## src/rtl/sram_lsu_master_if.sv

```systemverilog
// Request/response and SRAM 1rw port bundle for the LSU front end.
// master: the LSU side (accepts requests, drives responses and the SRAM pins).
// slave : the core/SRAM side (drives requests and mem_dout, observes the rest).
interface sram_lsu_master_if #(
    parameter int unsigned ADDR_WIDTH = 12,
    parameter int unsigned DATA_WIDTH = 32,
    parameter int unsigned NUM_WMASKS = 4
);
    // Core request channel
    logic                    req_valid;
    logic                    req_ready;
    logic                    req_we;
    logic [1:0]              req_size;
    logic                    req_unsigned;
    logic [ADDR_WIDTH+1:0]   req_addr;
    logic [DATA_WIDTH-1:0]   req_wdata;

    // Core response channel (no backpressure)
    logic                    rsp_valid;
    logic [DATA_WIDTH-1:0]   rsp_rdata;
    logic                    rsp_err;

    // SRAM 1rw port
    logic                    mem_csb;
    logic                    mem_web;
    logic [NUM_WMASKS-1:0]   mem_wmask;
    logic [ADDR_WIDTH-1:0]   mem_addr;
    logic [DATA_WIDTH-1:0]   mem_din;
    logic [DATA_WIDTH-1:0]   mem_dout;

    modport master (
        input  req_valid, req_we, req_size, req_unsigned, req_addr, req_wdata,
        input  mem_dout,
        output req_ready,
        output rsp_valid, rsp_rdata, rsp_err,
        output mem_csb, mem_web, mem_wmask, mem_addr, mem_din
    );

    modport slave (
        output req_valid, req_we, req_size, req_unsigned, req_addr, req_wdata,
        output mem_dout,
        input  req_ready,
        input  rsp_valid, rsp_rdata, rsp_err,
        input  mem_csb, mem_web, mem_wmask, mem_addr, mem_din
    );
endinterface

```

## src/rtl/sram_lsu_master.sv

```systemverilog
// Load/store front end driving the 1rw port of a 4096x32 SRAM.
// Accepts one byte-addressed load/store at a time, generates csb/web/wmask/
// word address/lane-replicated write data, waits RD_LATENCY edges for loads,
// extracts and extends the addressed lane, and returns a one-cycle response.
// Ports:
//   clk, rst_n : clock, asynchronous active-low reset
//   bus        : sram_lsu_master_if.master (request, response, SRAM pins)
module sram_lsu_master #(
    parameter int unsigned ADDR_WIDTH = 12,
    parameter int unsigned DATA_WIDTH = 32,
    parameter int unsigned NUM_WMASKS = 4,
    parameter int unsigned RD_LATENCY = 1
) (
    input  logic               clk,
    input  logic               rst_n,
    sram_lsu_master_if.master  bus
);

    localparam int unsigned CNT_W = 3;

    localparam logic [1:0] ST_IDLE  = 2'd0;
    localparam logic [1:0] ST_ISSUE = 2'd1;
    localparam logic [1:0] ST_WAIT  = 2'd2;
    localparam logic [1:0] ST_RESP  = 2'd3;

    localparam logic [1:0] SZ_BYTE = 2'd0;
    localparam logic [1:0] SZ_HALF = 2'd1;
    localparam logic [1:0] SZ_WORD = 2'd2;

    // State, wait counter and latched request attributes
    logic [1:0]            state_q, state_d;
    logic [CNT_W-1:0]      cnt_q, cnt_d;
    logic                  lat_we_q, lat_we_d;
    logic [1:0]            lat_size_q, lat_size_d;
    logic [1:0]            lat_off_q, lat_off_d;
    logic                  lat_uns_q, lat_uns_d;

    // Registered outputs
    logic                  ready_q, ready_d;
    logic                  rsp_valid_q, rsp_valid_d;
    logic [DATA_WIDTH-1:0] rsp_rdata_q, rsp_rdata_d;
    logic                  rsp_err_q, rsp_err_d;
    logic                  csb_q, csb_d;
    logic                  web_q, web_d;
    logic [NUM_WMASKS-1:0] wmask_q, wmask_d;
    logic [ADDR_WIDTH-1:0] maddr_q, maddr_d;
    logic [DATA_WIDTH-1:0] din_q, din_d;

    // Request decode on the live inputs (used only at the handshake)
    logic                  misaligned_c;
    logic [NUM_WMASKS-1:0] st_mask_c;
    logic [DATA_WIDTH-1:0] st_data_c;

    // Pick the addressed lane out of the read word and extend it
    function automatic logic [31:0] extract_lane(
        input logic [31:0] d,
        input logic [1:0]  size,
        input logic [1:0]  off,
        input logic        uns
    );
        logic [31:0] shifted;
        logic [7:0]  b;
        logic [15:0] h;
        shifted = d >> {off, 3'b000};
        b       = shifted[7:0];
        h       = off[1] ? d[31:16] : d[15:0];
        case (size)
            SZ_BYTE: extract_lane = {{24{~uns & b[7]}}, b};
            SZ_HALF: extract_lane = {{16{~uns & h[15]}}, h};
            default: extract_lane = d;
        endcase
    endfunction

    // Misalignment and store lane replication
    always_comb begin
        misaligned_c = 1'b0;
        st_mask_c    = NUM_WMASKS'(4'hF);
        st_data_c    = DATA_WIDTH'(bus.req_wdata);
        case (bus.req_size)
            SZ_BYTE: begin
                st_mask_c = NUM_WMASKS'(4'b0001 << bus.req_addr[1:0]);
                st_data_c = DATA_WIDTH'({4{bus.req_wdata[7:0]}});
            end
            SZ_HALF: begin
                misaligned_c = bus.req_addr[0];
                st_mask_c    = NUM_WMASKS'(4'b0011 << bus.req_addr[1:0]);
                st_data_c    = DATA_WIDTH'({2{bus.req_wdata[15:0]}});
            end
            SZ_WORD: begin
                misaligned_c = (bus.req_addr[1:0] != 2'b00);
            end
            default: begin
                misaligned_c = 1'b1;
            end
        endcase
    end

    // Next state and next registered outputs
    always_comb begin
        state_d     = state_q;
        cnt_d       = cnt_q;
        lat_we_d    = lat_we_q;
        lat_size_d  = lat_size_q;
        lat_off_d   = lat_off_q;
        lat_uns_d   = lat_uns_q;
        ready_d     = 1'b0;
        rsp_valid_d = 1'b0;
        rsp_rdata_d = '0;
        rsp_err_d   = 1'b0;
        csb_d       = 1'b1;
        web_d       = 1'b1;
        wmask_d     = '0;
        maddr_d     = maddr_q;
        din_d       = din_q;

        case (state_q)
            ST_IDLE: begin
                if (bus.req_valid) begin
                    lat_we_d   = bus.req_we;
                    lat_size_d = bus.req_size;
                    lat_off_d  = bus.req_addr[1:0];
                    lat_uns_d  = bus.req_unsigned;
                    if (misaligned_c) begin
                        state_d     = ST_RESP;
                        rsp_valid_d = 1'b1;
                        rsp_err_d   = 1'b1;
                    end else begin
                        // ISSUE-cycle pin values are registered straight off the request
                        state_d = ST_ISSUE;
                        csb_d   = 1'b0;
                        web_d   = ~bus.req_we;
                        maddr_d = bus.req_addr[ADDR_WIDTH+1:2];
                        if (bus.req_we) begin
                            wmask_d = st_mask_c;
                            din_d   = st_data_c;
                        end
                    end
                end else begin
                    ready_d = 1'b1;
                end
            end
            ST_ISSUE: begin
                if (lat_we_q) begin
                    state_d     = ST_RESP;
                    rsp_valid_d = 1'b1;
                end else begin
                    state_d = ST_WAIT;
                    cnt_d   = CNT_W'(RD_LATENCY);
                end
            end
            ST_WAIT: begin
                // Capture on the RD_LATENCY-th edge after the issue edge
                if (cnt_q == CNT_W'(1)) begin
                    state_d     = ST_RESP;
                    rsp_valid_d = 1'b1;
                    rsp_rdata_d = DATA_WIDTH'(extract_lane(32'(bus.mem_dout), lat_size_q,
                                                           lat_off_q, lat_uns_q));
                end else begin
                    cnt_d = cnt_q - CNT_W'(1);
                end
            end
            default: begin
                state_d = ST_IDLE;
                ready_d = 1'b1;
            end
        endcase
    end

    // State and output registers
    always_ff @(posedge clk or negedge rst_n) begin
        if (!rst_n) begin
            state_q     <= ST_IDLE;
            cnt_q       <= '0;
            lat_we_q    <= 1'b0;
            lat_size_q  <= 2'b00;
            lat_off_q   <= 2'b00;
            lat_uns_q   <= 1'b0;
            ready_q     <= 1'b1;
            rsp_valid_q <= 1'b0;
            rsp_rdata_q <= '0;
            rsp_err_q   <= 1'b0;
            csb_q       <= 1'b1;
            web_q       <= 1'b1;
            wmask_q     <= '0;
            maddr_q     <= '0;
            din_q       <= '0;
        end else begin
            state_q     <= state_d;
            cnt_q       <= cnt_d;
            lat_we_q    <= lat_we_d;
            lat_size_q  <= lat_size_d;
            lat_off_q   <= lat_off_d;
            lat_uns_q   <= lat_uns_d;
            ready_q     <= ready_d;
            rsp_valid_q <= rsp_valid_d;
            rsp_rdata_q <= rsp_rdata_d;
            rsp_err_q   <= rsp_err_d;
            csb_q       <= csb_d;
            web_q       <= web_d;
            wmask_q     <= wmask_d;
            maddr_q     <= maddr_d;
            din_q       <= din_d;
        end
    end

    assign bus.req_ready = ready_q;
    assign bus.rsp_valid = rsp_valid_q;
    assign bus.rsp_rdata = rsp_rdata_q;
    assign bus.rsp_err   = rsp_err_q;
    assign bus.mem_csb   = csb_q;
    assign bus.mem_web   = web_q;
    assign bus.mem_wmask = wmask_q;
    assign bus.mem_addr  = maddr_q;
    assign bus.mem_din   = din_q;

endmodule

```

## src/flat_wrapper.sv

```systemverilog
// flat-port wrapper written by rule: the top's interface ports become plain ports
module sram_lsu_master_flat 
#(
    parameter int unsigned ADDR_WIDTH = 12,
    parameter int unsigned DATA_WIDTH = 32,
    parameter int unsigned NUM_WMASKS = 4,
    parameter int unsigned RD_LATENCY = 1
)
  (clk, rst_n, bus_req_valid, bus_req_we, bus_req_size, bus_req_unsigned, bus_req_addr, bus_req_wdata, bus_mem_dout, bus_req_ready, bus_rsp_valid, bus_rsp_rdata, bus_rsp_err, bus_mem_csb, bus_mem_web, bus_mem_wmask, bus_mem_addr, bus_mem_din);
  sram_lsu_master_if #(.ADDR_WIDTH(ADDR_WIDTH), .DATA_WIDTH(DATA_WIDTH), .NUM_WMASKS(NUM_WMASKS)) bus_i ();
  input  logic clk;
  input  logic rst_n;
  input wire logic [$bits(bus_i.req_valid)-1:0] bus_req_valid;
  input wire logic [$bits(bus_i.req_we)-1:0] bus_req_we;
  input wire logic [$bits(bus_i.req_size)-1:0] bus_req_size;
  input wire logic [$bits(bus_i.req_unsigned)-1:0] bus_req_unsigned;
  input wire logic [$bits(bus_i.req_addr)-1:0] bus_req_addr;
  input wire logic [$bits(bus_i.req_wdata)-1:0] bus_req_wdata;
  input wire logic [$bits(bus_i.mem_dout)-1:0] bus_mem_dout;
  output wire logic [$bits(bus_i.req_ready)-1:0] bus_req_ready;
  output wire logic [$bits(bus_i.rsp_valid)-1:0] bus_rsp_valid;
  output wire logic [$bits(bus_i.rsp_rdata)-1:0] bus_rsp_rdata;
  output wire logic [$bits(bus_i.rsp_err)-1:0] bus_rsp_err;
  output wire logic [$bits(bus_i.mem_csb)-1:0] bus_mem_csb;
  output wire logic [$bits(bus_i.mem_web)-1:0] bus_mem_web;
  output wire logic [$bits(bus_i.mem_wmask)-1:0] bus_mem_wmask;
  output wire logic [$bits(bus_i.mem_addr)-1:0] bus_mem_addr;
  output wire logic [$bits(bus_i.mem_din)-1:0] bus_mem_din;
  assign bus_i.req_valid = bus_req_valid;
  assign bus_i.req_we = bus_req_we;
  assign bus_i.req_size = bus_req_size;
  assign bus_i.req_unsigned = bus_req_unsigned;
  assign bus_i.req_addr = bus_req_addr;
  assign bus_i.req_wdata = bus_req_wdata;
  assign bus_i.mem_dout = bus_mem_dout;
  assign bus_req_ready = bus_i.req_ready;
  assign bus_rsp_valid = bus_i.rsp_valid;
  assign bus_rsp_rdata = bus_i.rsp_rdata;
  assign bus_rsp_err = bus_i.rsp_err;
  assign bus_mem_csb = bus_i.mem_csb;
  assign bus_mem_web = bus_i.mem_web;
  assign bus_mem_wmask = bus_i.mem_wmask;
  assign bus_mem_addr = bus_i.mem_addr;
  assign bus_mem_din = bus_i.mem_din;
  sram_lsu_master #(.ADDR_WIDTH(ADDR_WIDTH), .DATA_WIDTH(DATA_WIDTH), .NUM_WMASKS(NUM_WMASKS), .RD_LATENCY(RD_LATENCY)) u_core (.clk(clk), .rst_n(rst_n), .bus(bus_i));
endmodule
```

## config.mk

```make
export PLATFORM = sky130hd
export DESIGN_NAME = sram_lsu_master_flat
export DESIGN_NICKNAME = d
export VERILOG_FILES = /design/src/rtl/sram_lsu_master_if.sv /design/src/rtl/sram_lsu_master.sv /design/src/flat_wrapper.sv
export SDC_FILE = /design/constraint.sdc
export NUM_CORES = 1
export LEC_CHECK = 0
export CORE_UTILIZATION = 44
export CTS_CLUSTER_DIAMETER = 200
export DETAILED_ROUTE_END_ITERATION = 8
export MAX_ROUTING_LAYER = met4
export PLACE_DENSITY = 0.8
export SYNTH_ARGS = -nofsm -noshare
export SYNTH_HDL_FRONTEND = slang
export SYNTH_SLANG_ARGS = --single-unit
```

## constraint.sdc

```tcl
create_clock -name clk -period 2.5 [get_ports clk]
set_input_delay 0.25 -clock clk [delete_from_list [all_inputs] [get_ports clk]]
set_output_delay 0.25 -clock clk [all_outputs]
set_load 0.01 [all_outputs]
```

# After elaboration in Yosys (flattened, before gate mapping)
# Cells that the tools add are included.
dict set report word_totals {
  regBits 96
  in_bits 85
  output_inout_bits 85
  word_cells 77
}
dict set report op_classes {
  add_sub_neg 1
  n_eq_ne 10
  shifts 3
  muxes 32
  bitwise_logic 5
  reduce_logical 11
}
# cell count
set ops {}
lappend ops {{$pmux 32 s2} 2}
lappend ops {{$mux 32} 2}
lappend ops {{$shr 32x5->8} 1}
lappend ops {{$mux 16} 1}
lappend ops {{$mux 4} 4}
lappend ops {{$mux 1} 12}
lappend ops {{$pmux 4 s2} 1}
lappend ops {{$eq 2x1->1 const B} 3}
lappend ops {{$logic_not 2->1} 3}
lappend ops {{$mux 2} 3}
lappend ops {{$mux 3} 2}
lappend ops {{$ne 2x2->1 const B} 3}
lappend ops {{$pmux 1 s3} 2}
lappend ops {{$pmux 2 s3} 1}
lappend ops {{$pmux 3 s2} 1}
lappend ops {{$reduce_and 3->1} 2}
lappend ops {{$eq 2x2->1 const B} 2}
lappend ops {{$reduce_and 2->1} 2}
lappend ops {{$reduce_and 4->1} 1}
lappend ops {{$reduce_bool 2->1} 2}
lappend ops {{$shl 1x2->4 const A} 1}
lappend ops {{$shl 2x2->4 const A} 1}
lappend ops {{$eq 3x1->1 const B} 1}
lappend ops {{$not 1->1} 3}
lappend ops {{5 further kinds} 6}

# Longest topological paths before layout
dict set report depth {
  word_depth 6
  mapped_depth 8
  ltp_nobuf 6
}

# Worst setup path after synthesis
# No wires, ideal clock.
dict set report synth_timing {
  kind {register to register}
  start {register u_core.state_q[0]}
  end {register u_core.maddr_q[10] (netlist: u_core.bus.mem_addr[10])}
  setup_time_ps 125
  t_arrival_ps 1661
  required_time_ps 2375
  slack_ps 714
  stages_incl_launch_ff 8
  n_path_buf 2
  synth_period_minus_slack_ps 1786
  cell_sequence {dfrtp_1 inv_1 ha_1 nand2_1 or2_1 buf_6 buf_12 mux2_4}
}
dict set report synth_between {
  elab_chain_len 2
}
# item line_no
set synth_lines {}
lappend synth_lines {{from (decl)} sram_lsu_master.sv:31} ;# logic [1:0] state_q, state_d;
lappend synth_lines {{from (signal assigned)} sram_lsu_master.sv:188} ;# state_q <= state_d;
lappend synth_lines {{$logic_not 2->1} sram_lsu_master.sv:116} ;# case (state_q)
lappend synth_lines {{$reduce_and 3->1 (no source line)} --}
lappend synth_lines {{to (signal assigned)} sram_lsu_master.sv:201} ;# maddr_q <= maddr_d;
lappend synth_lines {{to (decl)} sram_lsu_master.sv:46} ;# logic [ADDR_WIDTH-1:0] maddr_q, maddr_d;
# No other way between the ends.
# A chain may end at the register's enable or synchronous reset.

# Worst setup path in the final report
dict set report layout_timing {
  start {register u_core.state_q[1]}
  end {register u_core.maddr_q[7] (netlist: u_core.bus.mem_addr[7])}
}
# Same word-level chain as after synthesis.

==> results.json <==
{
  "fmax_mhz": 500,
  "worstPathMaxFanout": 13,
  "synth.area.top_cells": "dfrtp_1 53%, nand2_1 7.1%, mux2i_1 5.9%, mux2_2 5.9%, o21ai_0 4.0%",
  "fin_worst_skew_ps": 13.4,
  "hpwl_mm": 8.66,
  "status": "finished, final reports clean",
  "yosysWarnings": 0,
  "areaGrowthSynthToFinish_pct": 47.3,
  "endpoint_kind": "register",
  "rsz0062_at_grt": "false",
  "synth_fp_nets": 500,
  "drt_iter0_drc": 135,
  "clock_path_buffers": 2,
  "yosysSeqAreaShare_pct": 54.4,
  "core_area_sq_um": 9770,
  "synth.avg_cell_area_sq_um": 10.8,
  "grt_start_max_net_pins": 53,
  "cts_root_buffer": "clkbuf_8",
  "worst_slew_pin_slew_ps": 621,
  "ys_types": 42,
  "synth.top_cell.area_share_pct": 52.6,
  "track_usage_pct": 23.6,
  "antenna_found_initial": 0,
  "yosys.area.top_type": "dfrtp_1",
  "fin_crit_ps": 2000,
  "wirelength_mm": 11.6,
  "grt_pass1_vias": 3638,
  "boundaryPins": 170,
  "maxSlewHeadroom_pct": 58.6,
  "insertion_delay_ps": 360,
  "p_per_area_nw_per_um2": 1070,
  "cp.required_ps": 2740,
  "leakage_nw": 2.98,
  "postPlaceCellArea_sq_um": 6270,
  "fp.dieArea_sq_um": 10500,
  "gp_congestion": 0.850,
  "fin_area_sq_um": 6520,
  "slowest_delay_ps": 430,
  "start_util_pct": 45.2,
  "vias": 3674,
  "nets": 669,
  "maxCapViolCount": 0,
  "row_count": 36,
  "htreeDepth": 3,
  "overflow": 0,
  "finalHoldViolCount": 0,
  "final_max_slew_viol_count": 0,
  "post_drt_wl_per_cell_microns": 16.2,
  "setup_viol_count_final": 0,
  "die_w_microns": 102,
  "dr.pass1.iters": 4,
  "synthArstFlopShare_pct": 100,
  "cts_num_sinks": 96,
  "drc_errors": 0,
  "cts_tree": "built",
  "hp-class": "in2async",
  "peakVddDrop_mv": 0.484,
  "ys_seq_elements": 96,
  "antenna_left": 0,
  "worst_path_max_delay_cell": "dfrtp_1",
  "clk_pin_slew_ps": 100,
  "netlist_instances": 409,
  "layout-drive-gt1-share_pct": 13.4,
  "grt_pass1_wl_mm": 18.1,
  "n_antenna_cell": 0,
  "fin_tns_setup_ps": 0,
  "cp.arrival_ps": 2230,
  "cts_buffers": 9,
  "critPathKind": "reg2reg",
  "synth_area_sq_um": 4420,
  "via_per_inst": 5.13,
  "ys.flop_type": "dfrtp_1",
  "startpoint_type": "register",
  "timing.final.crit_share_pct": 80.0,
  "path_cells": "inv_1, ha_1, nand2_1, or2_1, buf_4, mux2_4",
  "port_buffers": 169,
  "synth_edf_count": 0,
  "die_h_microns": 102
}
[cells in the mapped netlist (7+ instances only)]
| library cell | count |
|---|---|
| a21oi_1 | 21 |
| a221oi_2 | 7 |
| a22oi_1 | 8 |
| buf_2 | 10 |
| clkbuf_1 | 12 |
| dfrtp_1 | 93 |
| inv_1 | 17 |
| mux2_2 | 23 |
| mux2_4 | 9 |
| mux2i_1 | 26 |
| nand2_1 | 84 |
| nor2_1 | 13 |
| o21ai_0 | 35 |
[layout make-up]
class | count | area [sq um]
clock buffer | 12 | 155
clock inverter | 4 | 76.3
fill | 768 | 3260
inverter | 17 | 63.8
multi-input combinational | 271 | 1830
sequential | 96 | 2410
tap | 133 | 166
timing repair buffer | 183 | 1820
[where the power goes]
| group | switching [mW] | total, mW | internal (mW) | leakage, nW |
|---|---|---|---|---|
| Clock | 0.535 | 1.16 | 0.621 | 0.113 |
| Sequential | 0.397 | 2.58 | 2.18 | 1.23 |
| Combinational | 1.49 | 3.25 | 1.76 | 1.64 |
| Total | 2.42 | 6.98 | 4.56 | 2.98 |
[registers in the layout (all words and copies together) (netlist names)]
register / cells
u_core.bus.mem_addr: 12
u_core.bus.mem_csb: 1
u_core.bus.mem_din: 32
u_core.bus.mem_web: 1
u_core.bus.mem_wmask: 4
u_core.bus.req_ready: 1
u_core.bus.rsp_err: 1
u_core.bus.rsp_rdata: 32
u_core.bus.rsp_valid: 1
u_core.cnt_q: 3
u_core.lat_off_q: 2
u_core.lat_size_q: 2
u_core.lat_uns_q: 1
u_core.lat_we_q: 1
u_core.state_q: 2
[cell usage in the layout (no fill, tap or decap), drive strengths merged, types with 6 or more instances in the layout]
master / instances
clkdlybuf4s50: 168
a21oi: 22
a22oi: 8
inv: 17
nand2: 84
mux2: 32
dfrtp: 93
nor2: 15
ha: 6
clkbuf: 12
buf: 14
nor3: 7
mux2i: 26
a221oi: 8
o21ai: 36
[worst max-delay path, delay by kind of cell (launching register included)]
| kind | cells | cell delay, ps |
|---|---|---|
| adder cells (fa/ha/maj) | 1 | 270 |
| flip-flops | 1 | 430 |
| AND/OR/NAND/NOR | 2 | 550 |
| multiplexers | 1 | 310 |
| buffers and inverters | 2 | 310 |
[per-layer routing]
layer	GRT usage, %	wire [microns]
met1	29.5	4920
met2	38.0	5850
met3	4.31	654
met4	9.01	212
met5	-	0
[kinds of logic (layout without fill, tap and decap cells)]
| kind of cell | count (synthesis) | count (layout) | synth area share [%] |
|---|---|---|---|
| and+or+nand+nor | 121 | 121 | 11.7 |
| DFF | 96 | 96 | 54.4 |
| AOI/OAI and AO/OA | 85 | 85 | 12.6 |
| muxes | 58 | 58 | 14.8 |
| buffers and inverters | 42 | 216 | 4.56 |
| adders and majority gates | 6 | 6 | 1.70 |
| xor gates and xnor gates | 1 | 1 | 0.198 |
[worst paths after layout]
| path | startpoint | endpoint | slack, ps | cells after the start |
|---|---|---|---|---|
| hold / removal | rst_n | u_core.bus.mem_addr[4] | 410 | 2 |
| hold reg to reg | u_core.bus.mem_din[24] | u_core.bus.mem_din[24] | 480 | 2 |
| setup reg to reg | u_core.state_q[1] | u_core.bus.mem_addr[7] | 500 | 6 |
| setup / recovery | u_core.state_q[1] | u_core.bus.mem_addr[7] | 500 | 6 |
| max in group asynchronous | rst_n | u_core.bus.mem_web | 1340 | 3 |
| min in group clk | bus_mem_dout[16] | u_core.bus.rsp_rdata[16] | 460 | 3 |
[what timing repair did]
action,4_1_cts,5_1_grt
hold endpoints to repair,43,0
resized for setup,0,0
setup buffers,0,0
hold buffers,1,0
[metrics by stage]
step	std cells	hold slack [ps]	setup slack [ps]	util [%]	power (mW)
detailed placement	699	280	353	64.2	5.84
global route	716	482	431	66.7	7.42
finish	716	414	501	66.7	6.98
global placement	699	274	448	64.2	5.73
floorplan	409	-45.6	714	-	4.17
CTS	716	428	524	66.7	7.01
Power figures use the tool's default switching activity.
